[config.mk]
export PLATFORM = sky130hd
export DESIGN_NAME = bclk_training_ctrl
export DESIGN_NICKNAME = d
export VERILOG_FILES = /design/src/rtl/bclk_training_pkg.sv /design/src/rtl/bclk_sample_window.sv /design/src/rtl/bclk_training_ctrl.sv
export SDC_FILE = /design/constraint.sdc
export NUM_CORES = 1
export LEC_CHECK = 0
export ABC_AREA = 0
export BUFFER_PORTS_ARGS = -buffer_cell sky130_fd_sc_hd__buf_2
export CORE_ASPECT_RATIO = 0.7
export CORE_MARGIN = 4
export CORE_UTILIZATION = 35
export CTS_CLUSTER_DIAMETER = 200
export DETAILED_ROUTE_END_ITERATION = 12
export PLACE_DENSITY = 0.59
export SLEW_MARGIN = 30
export SYNTH_ARGS = -nofsm -noshare
export SYNTH_HDL_FRONTEND = slang
export SYNTH_SLANG_ARGS = --single-unit
[constraint.sdc]
create_clock -name FAB_CLK -period 2.1 [get_ports FAB_CLK]
set_input_delay 0.525 -clock FAB_CLK [delete_from_list [all_inputs] [get_ports FAB_CLK]]
set_output_delay 0.525 -clock FAB_CLK [all_outputs]
set_load 0.05 [all_outputs]
[src/rtl/bclk_training_pkg.sv]
`default_nettype none
// ============================================================================
// Module   : bclk_training_pkg
// Brief    : Shared state encoding, tap classes and pattern defaults for the
//            BCLK training sequencer.
// Revision : 1.0
// ============================================================================
package bclk_training_pkg;

    localparam int c_tap_w = 8;

    localparam logic [7:0] c_pattern_a_def = 8'h55;
    localparam logic [7:0] c_pattern_b_def = 8'hAA;

    localparam logic [3:0] c_st_idle   = 4'd0;
    localparam logic [3:0] c_st_load   = 4'd1;
    localparam logic [3:0] c_st_clear  = 4'd2;
    localparam logic [3:0] c_st_settle = 4'd3;
    localparam logic [3:0] c_st_sample = 4'd4;
    localparam logic [3:0] c_st_eval   = 4'd5;
    localparam logic [3:0] c_st_step   = 4'd6;
    localparam logic [3:0] c_st_done   = 4'd7;
    localparam logic [3:0] c_st_fail   = 4'd8;

    typedef enum logic [1:0] {
        CLS_NONE     = 2'd0,
        CLS_A        = 2'd1,
        CLS_B        = 2'd2,
        CLS_UNSTABLE = 2'd3
    } tap_class_e;

endpackage
`default_nettype wire

[src/rtl/bclk_sample_window.sv]
`default_nettype none
// ============================================================================
// Module   : bclk_sample_window
// Brief    : Examines one tap's RX window: latches the first word, checks that
//            all words repeat a legal pattern and ORs the eye-monitor flags.
// Revision : 1.0
// ============================================================================
module bclk_sample_window
    import bclk_training_pkg::*;
#(
    parameter int         SAMPLE_WINDOW = 16,
    parameter logic [7:0] PATTERN_A     = c_pattern_a_def,
    parameter logic [7:0] PATTERN_B     = c_pattern_b_def
) (
    input  logic       clk,
    input  logic       rst_n,
    input  logic       i_start,
    input  logic [7:0] i_rx_data,
    input  logic       i_early,
    input  logic       i_late,
    output logic       o_stable,
    output logic       o_eye_hit,
    output logic       o_window_done,
    output logic [7:0] o_first_word
);

    localparam logic [7:0] c_last = 8'(SAMPLE_WINDOW - 1);

    logic       r_active;
    logic [7:0] r_count;
    logic [7:0] r_first;
    logic       r_stable;
    logic       r_eye_hit;

    logic w_first_cycle;
    logic w_last;
    logic w_legal;

    assign w_first_cycle = (r_count == 8'd0);
    assign w_last        = r_active && (r_count == c_last);
    assign w_legal       = (i_rx_data == PATTERN_A) || (i_rx_data == PATTERN_B);

    always_ff @(posedge clk or negedge rst_n) begin
        if (!rst_n) begin
            r_active  <= 1'b0;
            r_count   <= 8'd0;
            r_first   <= 8'd0;
            r_stable  <= 1'b0;
            r_eye_hit <= 1'b0;
        end else if (i_start) begin
            r_active <= 1'b1;
            r_count  <= 8'd0;
        end else if (r_active) begin
            // The first word seeds the compare; later words must repeat it.
            if (w_first_cycle) begin
                r_first   <= i_rx_data;
                r_stable  <= w_legal;
                r_eye_hit <= i_early | i_late;
            end else begin
                r_stable  <= r_stable && (i_rx_data == r_first);
                r_eye_hit <= r_eye_hit | i_early | i_late;
            end
            r_count <= r_count + 8'd1;
            if (w_last) begin
                r_active <= 1'b0;
            end
        end
    end

    assign o_stable      = r_stable;
    assign o_eye_hit     = r_eye_hit;
    assign o_window_done = w_last;
    assign o_first_word  = r_first;

endmodule
`default_nettype wire

[src/rtl/bclk_training_ctrl.sv]
`default_nettype none
// ============================================================================
// Module   : bclk_training_ctrl
// Brief    : Sweeps the BCLK delay line upward and reports the first tap at
//            which the captured BCLK phase flips.
// Revision : 1.0
// ============================================================================
module bclk_training_ctrl
    import bclk_training_pkg::*;
#(
    parameter int         TAP_MAX       = 127,
    parameter int         SETTLE_CYCLES = 8,
    parameter int         SAMPLE_WINDOW = 16,
    parameter logic [7:0] PATTERN_A     = c_pattern_a_def,
    parameter logic [7:0] PATTERN_B     = c_pattern_b_def
) (
    input  logic               FAB_CLK,
    input  logic               ARST_N,
    input  logic               START,
    input  logic [7:0]         RX_DATA_0,
    input  logic               EYE_MONITOR_EARLY_0,
    input  logic               EYE_MONITOR_LATE_0,
    input  logic               DELAY_LINE_OUT_OF_RANGE_0,
    output logic               DELAY_LINE_LOAD_0,
    output logic               DELAY_LINE_MOVE_0,
    output logic               DELAY_LINE_DIRECTION_0,
    output logic               EYE_MONITOR_CLEAR_FLAGS_0,
    output logic               BUSY,
    output logic               DONE,
    output logic               FAIL,
    output logic [c_tap_w-1:0] TAP_OUT
);

    localparam logic [c_tap_w-1:0] c_tap_max     = c_tap_w'(TAP_MAX);
    localparam logic [7:0]         c_settle_last = 8'(SETTLE_CYCLES - 1);

    logic [3:0]         r_state;
    logic [c_tap_w-1:0] r_tap;
    logic [7:0]         r_settle_cnt;
    tap_class_e         r_ref_class;
    logic               r_load;
    logic               r_move;
    logic               r_dir;
    logic               r_clear;
    logic               r_busy;
    logic               r_done;
    logic               r_fail;
    logic [c_tap_w-1:0] r_tap_out;

    logic [3:0] w_state_nxt;
    logic       w_accept;
    logic       w_busy_nxt;
    logic       w_settle_done;
    logic       w_win_start;
    logic       w_stable;
    logic       w_eye_hit;
    logic       w_window_done;
    logic [7:0] w_first;
    tap_class_e w_class;
    logic       w_found;
    logic       w_oor;

    assign w_oor         = DELAY_LINE_OUT_OF_RANGE_0;
    assign w_settle_done = (r_settle_cnt == c_settle_last);
    assign w_win_start   = (r_state == c_st_settle) && w_settle_done && !w_oor;
    assign w_accept      = START && ((r_state == c_st_idle) || (r_state == c_st_done) ||
                                     (r_state == c_st_fail));

    bclk_sample_window #(
        .SAMPLE_WINDOW (SAMPLE_WINDOW),
        .PATTERN_A     (PATTERN_A),
        .PATTERN_B     (PATTERN_B)
    ) u_sample_window (
        .clk           (FAB_CLK),
        .rst_n         (ARST_N),
        .i_start       (w_win_start),
        .i_rx_data     (RX_DATA_0),
        .i_early       (EYE_MONITOR_EARLY_0),
        .i_late        (EYE_MONITOR_LATE_0),
        .o_stable      (w_stable),
        .o_eye_hit     (w_eye_hit),
        .o_window_done (w_window_done),
        .o_first_word  (w_first)
    );

    // A stable window can only hold PATTERN_A or PATTERN_B.
    always_comb begin
        w_class = CLS_UNSTABLE;
        if (w_stable && !w_eye_hit) begin
            w_class = (w_first == PATTERN_A) ? CLS_A : CLS_B;
        end
    end

    assign w_found = (r_ref_class != CLS_NONE) && (w_class != CLS_UNSTABLE) &&
                     (w_class != r_ref_class);

    always_comb begin
        w_state_nxt = r_state;
        case (r_state)
            c_st_idle, c_st_done, c_st_fail: begin
                if (w_accept) w_state_nxt = c_st_load;
            end
            c_st_load:   w_state_nxt = c_st_clear;
            c_st_clear:  w_state_nxt = w_oor ? c_st_fail : c_st_settle;
            c_st_settle: begin
                if (w_oor)              w_state_nxt = c_st_fail;
                else if (w_settle_done) w_state_nxt = c_st_sample;
            end
            c_st_sample: begin
                if (w_oor)              w_state_nxt = c_st_fail;
                else if (w_window_done) w_state_nxt = c_st_eval;
            end
            c_st_eval: begin
                if (w_oor)                   w_state_nxt = c_st_fail;
                else if (w_found)            w_state_nxt = c_st_done;
                else if (r_tap == c_tap_max) w_state_nxt = c_st_fail;
                else                         w_state_nxt = c_st_step;
            end
            c_st_step:   w_state_nxt = w_oor ? c_st_fail : c_st_clear;
            default:     w_state_nxt = c_st_idle;
        endcase
    end

    assign w_busy_nxt = (w_state_nxt != c_st_idle) && (w_state_nxt != c_st_done) &&
                        (w_state_nxt != c_st_fail);

    // Outputs are decoded from the next state so each one is a clean register.
    always_ff @(posedge FAB_CLK or negedge ARST_N) begin
        if (!ARST_N) begin
            r_state      <= c_st_idle;
            r_tap        <= '0;
            r_settle_cnt <= 8'd0;
            r_ref_class  <= CLS_NONE;
            r_load       <= 1'b0;
            r_move       <= 1'b0;
            r_dir        <= 1'b0;
            r_clear      <= 1'b0;
            r_busy       <= 1'b0;
            r_done       <= 1'b0;
            r_fail       <= 1'b0;
            r_tap_out    <= '0;
        end else begin
            r_state <= w_state_nxt;
            r_load  <= (w_state_nxt == c_st_load);
            r_clear <= (w_state_nxt == c_st_clear);
            r_move  <= (w_state_nxt == c_st_step);
            r_busy  <= w_busy_nxt;
            r_dir   <= w_busy_nxt;
            r_done  <= (w_state_nxt == c_st_done);
            r_fail  <= (w_state_nxt == c_st_fail);

            if (r_state == c_st_clear) begin
                r_settle_cnt <= 8'd0;
            end else if (r_state == c_st_settle) begin
                r_settle_cnt <= r_settle_cnt + 8'd1;
            end

            if (w_accept) begin
                r_tap       <= '0;
                r_ref_class <= CLS_NONE;
                r_tap_out   <= '0;
            end else if (r_state == c_st_step) begin
                r_tap <= r_tap + 1'b1;
            end else if (r_state == c_st_eval) begin
                if ((r_ref_class == CLS_NONE) && (w_class != CLS_UNSTABLE)) begin
                    r_ref_class <= w_class;
                end
                if (w_state_nxt == c_st_done) begin
                    r_tap_out <= r_tap;
                end
            end
        end
    end

    assign DELAY_LINE_LOAD_0         = r_load;
    assign DELAY_LINE_MOVE_0         = r_move;
    assign DELAY_LINE_DIRECTION_0    = r_dir;
    assign EYE_MONITOR_CLEAR_FLAGS_0 = r_clear;
    assign BUSY                      = r_busy;
    assign DONE                      = r_done;
    assign FAIL                      = r_fail;
    assign TAP_OUT                   = r_tap_out;

endmodule
`default_nettype wire

==> results.tsv, run 1 <==
stage	metric	value	unit
status	outcome	completed	
layout	most-common-layout-cells	55 x dfrtp_1, 37 x nand2_1, 31 x nor2_1, 28 x buf_2, 17 x o21ai_0	
detailed_routing	avgViaCountPerCell	4.988	
sta	clock.fmax	496.9	MHz
synthesis	async_reset_ff_share	100.0	%
place	gp_congestion	0.8240	
synthesis	yosys_warnings	0	
clocking	post_cts_buffers	0	
critical_path	cp_max_fo	9	
synthesis	synth_area	2800	um^2
layout	synthToLayoutAreaGrowth	16.93	%
detailed_routing	detail_route.iter0.violations	179	
layout	final_common_cell	dfrtp_1	
sta	setup_viol	0	
critical_path	startpoint	r_settle_cnt[0]$_DFFE_PN0P_	
place	pre_cts_ws	108.5	ps
synthesis	synth.distinct_cells	50	
synthesis	syn-num-nets	296	
sta	period_needed	2013	ps
detailed_routing	routed-via-count	2060	
detailed_routing	antenna_left	0	
synthesis	syn_area_per_cell	10.07	um^2
critical_path	cp_cell_sequence	ha_1, nand4bb_1, or4_4, nand2_4, nor2_4, mux2_4	
clocking	cts_resized	0	
global_routing	grt_pass1_wl	10090	um
synthesis	synthCells	278	
clocking	clock_latency	290	ps
clocking	cts_sinks	55	
critical_path	timing.rr.end	u_sample_window.o_first_word[1]$_DFFE_PN0P_	
clocking	root_buffer	clkbuf_16	
clocking	cts_tree	done	
critical_path	slowest_stage	or4_4	
worst_hold_path	worstHoldPathType	in2async	
floorplan	core_area	7547	um^2
sta	rsz0062_at_grt	no	
sta	min_period_over_period	95.84	%
critical_path	arrival	2190	ps
global_routing	grt_pass1_vias	1995	
sta	worst_pin_slew	492.3	ps
sta	tns	0	ps
run	maxCapViolCount	0	
floorplan	num_rows	26	
detailed_routing	drt-total-wl	6086	um
floorplan	chipHeight	82.84	um
layout	fin_nets	332	
detailed_routing	drc	0	
floorplan	start_util	37.10	%
sta	hold_violations	0	
detailed_routing	wl_per_cell	14.74	um
floorplan	die_w	114.9	um
pwr	powerDensity	1042	nW/um^2
floorplan	die_area	9519	um^2
synthesis	synth_seq_cells	55	
critical_path	criticalPathCategory	reg2reg	
pwr	leakage	1.535	nW
critical_path	start_kind	flip-flop	
global_routing	antenna_found_initial	0	
layout	n_antenna_cell	0	
layout	drive_above_1_share	22.22	%
synthesis	synth-main-ff-cell	dfrtp_1	
floorplan	ios	29	
sta	setup_slack	87.41	ps
global_routing	grt_max_degree	24	
critical_path	reg2regPathDepth	6	
critical_path	critical_path.max_stage_delay	580	ps
critical_path	cp-endpoint	u_sample_window.o_first_word[1]$_DFFE_PN0P_	
critical_path	r2r_setup_slack	90	ps
sta	finalClockSkew	7.250	ps
global_routing	overflow	0	
clocking	htreeDepth	2	
clocking	clk_path_buf_depth	2	
critical_path	cp-end-kind	flip-flop	
clocking	cts_buffers	5	
synthesis	yosysSeqAreaShare	49.15	%
sta	drv_slew	0	
place	portBuffers	28	
critical_path	cp.required	2280	ps
global_routing	gr-usage-all-layers	13.01	%
clocking	hold_buffers	0	
detailed_routing	dr.pass1.iters	4	
clocking	path_clk_slew	70	ps
sta	slew_headroom	67.18	%
place	hpwl	4493	um
synthesis	synth-edff-count	0	
critical_path	r2r-start	r_settle_cnt[0]$_DFFE_PN0P_	
pwr	max-vdd-ir-drop	0.7196	mV
[critical path: cells and delay by family (launching register included)]
kind                     cells  cell delay (ps)
multiplexers                 1              310
flip-flops                   1              380
adder cells (fa/ha/maj)      1              250
AND/OR/NAND/NOR              4              950
[worst min path at each step]
| stage | from | to | slack [ps] | cells after the start |
|---|---|---|---|---|
| after floorplan | ARST_N | BUSY$_DFF_PN0_ | 230 | 0 |
| after global placement | r_settle_cnt[1]$_DFFE_PN0P_ | r_settle_cnt[1]$_DFFE_PN0P_ | 490 | 2 |
| after detailed placement | r_settle_cnt[1]$_DFFE_PN0P_ | r_settle_cnt[1]$_DFFE_PN0P_ | 490 | 2 |
| after CTS | ARST_N | u_sample_window.r_count[5]$_DFFE_PN0P_ | 220 | 1 |
| after global routing | ARST_N | u_sample_window.r_count[3]$_DFFE_PN0P_ | 230 | 1 |
| final | ARST_N | u_sample_window.r_count[5]$_DFFE_PN0P_ | 200 | 1 |
[cell usage after synthesis (all sizes together), types with 6 or more instances]
cell type / n / area share (%)
nand4: 6 / 1.3
nand2: 38 / 5.4
dfrtp: 55 / 49
nand3: 11 / 2.0
buf: 7 / 1.3
xor2: 14 / 4.4
nor2: 32 / 4.6
mux2: 9 / 4.7
xnor2: 10 / 3.1
inv: 8 / 1.1
o21ai: 18 / 3.4
nor3: 6 / 1.1
[through the flow]
step | utilization (%) | total power, mW | area [um^2] | hold WS (ps) | cells
after floorplan | - | 2.243 | 2800 | 229.4 | 278
after global placement | 41.25 | 2.514 | 3113 | 485.1 | 405
after detailed placement | 41.25 | 2.554 | 3113 | 493.2 | 405
after CTS | 43.32 | 3.433 | 3269 | 218.7 | 413
after global routing | 43.39 | 3.623 | 3274 | 230.7 | 413
final | 43.39 | 3.410 | 3274 | 197.1 | 413
[kinds of logic after synthesis]
kind of cell	after synthesis	synth area share (%)
xor gates and xnor gates	24	7.507
adders and majority gates	4	1.787
and+or+nand+nor	127	24.58
muxes	13	6.122
buffers and inverters	19	2.949
DFF	55	49.15
AOI/OAI and AO/OA	36	7.909
[power breakdown]
part	internal (mW)	switching, mW
Sequential	1.27	0.254
Combinational	0.434	0.582
Clock	0.509	0.364
Total	2.21	1.20
[layout make-up]
cell class / count / area (um^2)
inverter: 8 / 30.03
fill: 743 / 4273
timing repair buffer: 40 / 242.7
clock buffer: 8 / 156.4
sequential: 55 / 1376
tap: 98 / 122.6
multi-input combinational: 204 / 1346
[flip-flops by register name, indices dropped and copies added (netlist names), 2 cells and up]
signal                        count
r_tap                             8
TAP_OUT                           8
r_settle_cnt                      8
r_ref_class                       2
u_sample_window.o_first_word      8
r_state                           4
u_sample_window.r_count           8
[routing by layer]
layer,GRT usage (%),up-vias,wire length [um]
li1,-,1044,-
met1,21.50,971,3354
met2,16.70,43,2364
met3,3.343,2,353
met4,2.559,0,14
met5,0,-,0
Note: power is estimated with default switching activity, not from simulation.
==> run 2: changes to the inputs <==
--- a/config.mk
+++ b/config.mk
@@ -13,6 +13,7 @@
 export CTS_CLUSTER_DIAMETER = 200
 export DETAILED_ROUTE_END_ITERATION = 12
 export PLACE_DENSITY = 0.59
+export REMOVE_ABC_BUFFERS = 1
 export SLEW_MARGIN = 30
 export SYNTH_ARGS = -nofsm -noshare
 export SYNTH_HDL_FRONTEND = slang
==> results.tsv, run 2 (same netlist as run 1, synthesis figures left out) <==
stage	metric	value	unit
status	outcome	completed	
critical_path	timing.rr.end	u_sample_window.o_first_word[1]$_DFFE_PN0P_	
sta	hold_violations	0	
pwr	p_int	2.286	mW
sta	tns	0	ps
worst_hold_path	worstHoldPathType	in2async	
critical_path	cp.required	2280	ps
layout	final_common_cell	dfrtp_1	
sta	finalClockSkew	5.564	ps
layout	n_antenna_cell	0	
detailed_routing	detail_route.iter0.violations	101	
sta	fin_hold_ws	202.4	ps
critical_path	cp-end-kind	flip-flop	
clocking	cts_sinks	55	
sta	min_period_over_period	97.69	%
floorplan	num_rows	26	
pwr	p_sw_share	34.75	%
critical_path	criticalPathCategory	reg2reg	
layout	synthToLayoutAreaGrowth	19.08	%
layout	drive_above_1_share	24.14	%
clocking	path_clk_slew	70	ps
sta	setup_viol	0	
floorplan	chipHeight	82.84	um
critical_path	arrival	2230	ps
layout	fin_nets	336	
critical_path	r2r-start	r_settle_cnt[5]$_DFFE_PN0P_	
detailed_routing	dr.pass1.iters	4	
critical_path	reg2regPathDepth	6	
place	hpwl	4155	um
floorplan	die_area	9519	um^2
clocking	cts_buffers	5	
sta	slew_headroom	64.71	%
run	maxCapViolCount	0	
place	placed_cells	405	
global_routing	overflow	0	
sta	worst_pin_slew	529.3	ps
global_routing	antenna_found_initial	0	
pwr	leakage	1.563	nW
pwr	finalPower	3.503	mW
sta	drv_slew	0	
global_routing	gr-usage-all-layers	12.83	%
detailed_routing	wl_per_cell	14.33	um
clocking	clock_latency	290	ps
layout	stdcell_count	417	
pwr	pwr-share-seq	43.2	%
critical_path	r2r_setup_slack	50	ps
detailed_routing	drt-total-wl	5976	um
place	portBuffers	28	
detailed_routing	drc	0	
detailed_routing	routed-via-count	2065	
floorplan	ios	29	
sta	period_needed	2052	ps
pwr	switching_power	1.217	mW
critical_path	cp-endpoint	u_sample_window.o_first_word[1]$_DFFE_PN0P_	
pwr	max-vdd-ir-drop	0.7286	mV
critical_path	cp_max_fo	8	
pwr	pwr-share-clk	27.1	%
floorplan	core_area	7547	um^2
critical_path	startpoint	r_settle_cnt[5]$_DFFE_PN0P_	
clocking	root_buffer	clkbuf_16	
global_routing	grt_pass1_wl	9991	um
global_routing	grt_pass1_vias	1959	
clocking	htreeDepth	2	
layout	most-common-layout-cells	54 x dfrtp_1, 37 x nand2_1, 31 x nor2_1, 28 x buf_2, 17 x o21ai_0	
detailed_routing	antenna_left	0	
sta	clock.fmax	487.4	MHz
floorplan	die_w	114.9	um
layout	finish.utilization	44.18	%
place	gp_congestion	0.8250	
floorplan	start_util	37.10	%
clocking	cts_tree	done	
critical_path	start_kind	flip-flop	
detailed_routing	avgViaCountPerCell	4.952	
pwr	powerDensity	1051	nW/um^2
clocking	hold_buffers	0	
pwr	power_frac_comb	29.7	%
global_routing	grt_max_degree	26	
clocking	clk_path_buf_depth	2	
## run 2: what timing repair did
action,4_1_cts,5_1_grt
hold endpoints to repair,0,0
buffers inserted,0,4
endpoints found under the setup margin,0,9
resized for setup,0,3
## run 2: cell type report
class / instances / area, um^2
clock inverters: 3 / 43.79
multi-input cells: 204 / 1350
flip-flops and latches: 55 / 1378
fillers: 731 / 4213
repair buffers: 44 / 285.3
clock buffers: 5 / 125.1
inverters: 8 / 30.03
well taps: 98 / 122.6
## run 2: worst min path at each step
| stage | cells past startpoint | end | from | slack (ps) |
|---|---|---|---|---|
| 6_report | 1 | EYE_MONITOR_CLEAR_FLAGS_0$_DFF_PN0_ | ARST_N | 200 |
| 5_1_grt | 1 | TAP_OUT[6]$_DFFE_PN0P_ | ARST_N | 240 |
| 4_1_cts | 1 | TAP_OUT[6]$_DFFE_PN0P_ | ARST_N | 210 |
| 3_5_place_dp | 2 | r_settle_cnt[1]$_DFFE_PN0P_ | r_settle_cnt[1]$_DFFE_PN0P_ | 500 |
| 3_3_place_gp | 2 | r_settle_cnt[1]$_DFFE_PN0P_ | r_settle_cnt[1]$_DFFE_PN0P_ | 490 |
| 2_1_floorplan | 0 | BUSY$_DFF_PN0_ | ARST_N | 230 |
## run 2: worst max-delay path, cell delays in order, from the launching register on
cell     delay, ps
dfrtp_1        400
or3_4          380
or4_4          560
nand2_4        100
nor2_4          50
buf_12         150
mux2_4         290
## run 2: power groups by stage
stage          clock, mW  sequential [mW]  combinational (mW)
6_report           0.950             1.51                1.04
5_1_grt             1.02             1.55                1.15
3_5_place_dp           0             1.52                1.01
4_1_cts            0.978             1.51                1.02
3_3_place_gp           0             1.53               0.995
2_1_floorplan          0             1.62               0.579
## run 2: routing by layer
layer  track usage (%)  part of all wire [%]  routed length (um)  up-vias
li1                  -                     -                   -     1051
met4             3.198                   1.2                  70        0
met1             21.00                    56                3355      965
met2             16.18                    38                2298       39
met5                 0                     0                   0        -
met3             3.488                   4.2                 252       10
## run 2: per-stage QoR
stage,instance area (um^2),worst slack (ps)
floorplan,2748,154.0
global placement,3113,112.6
detailed placement,3113,128.5
CTS,3282,105.1
global route,3334,-2.007
finish,3334,48.46
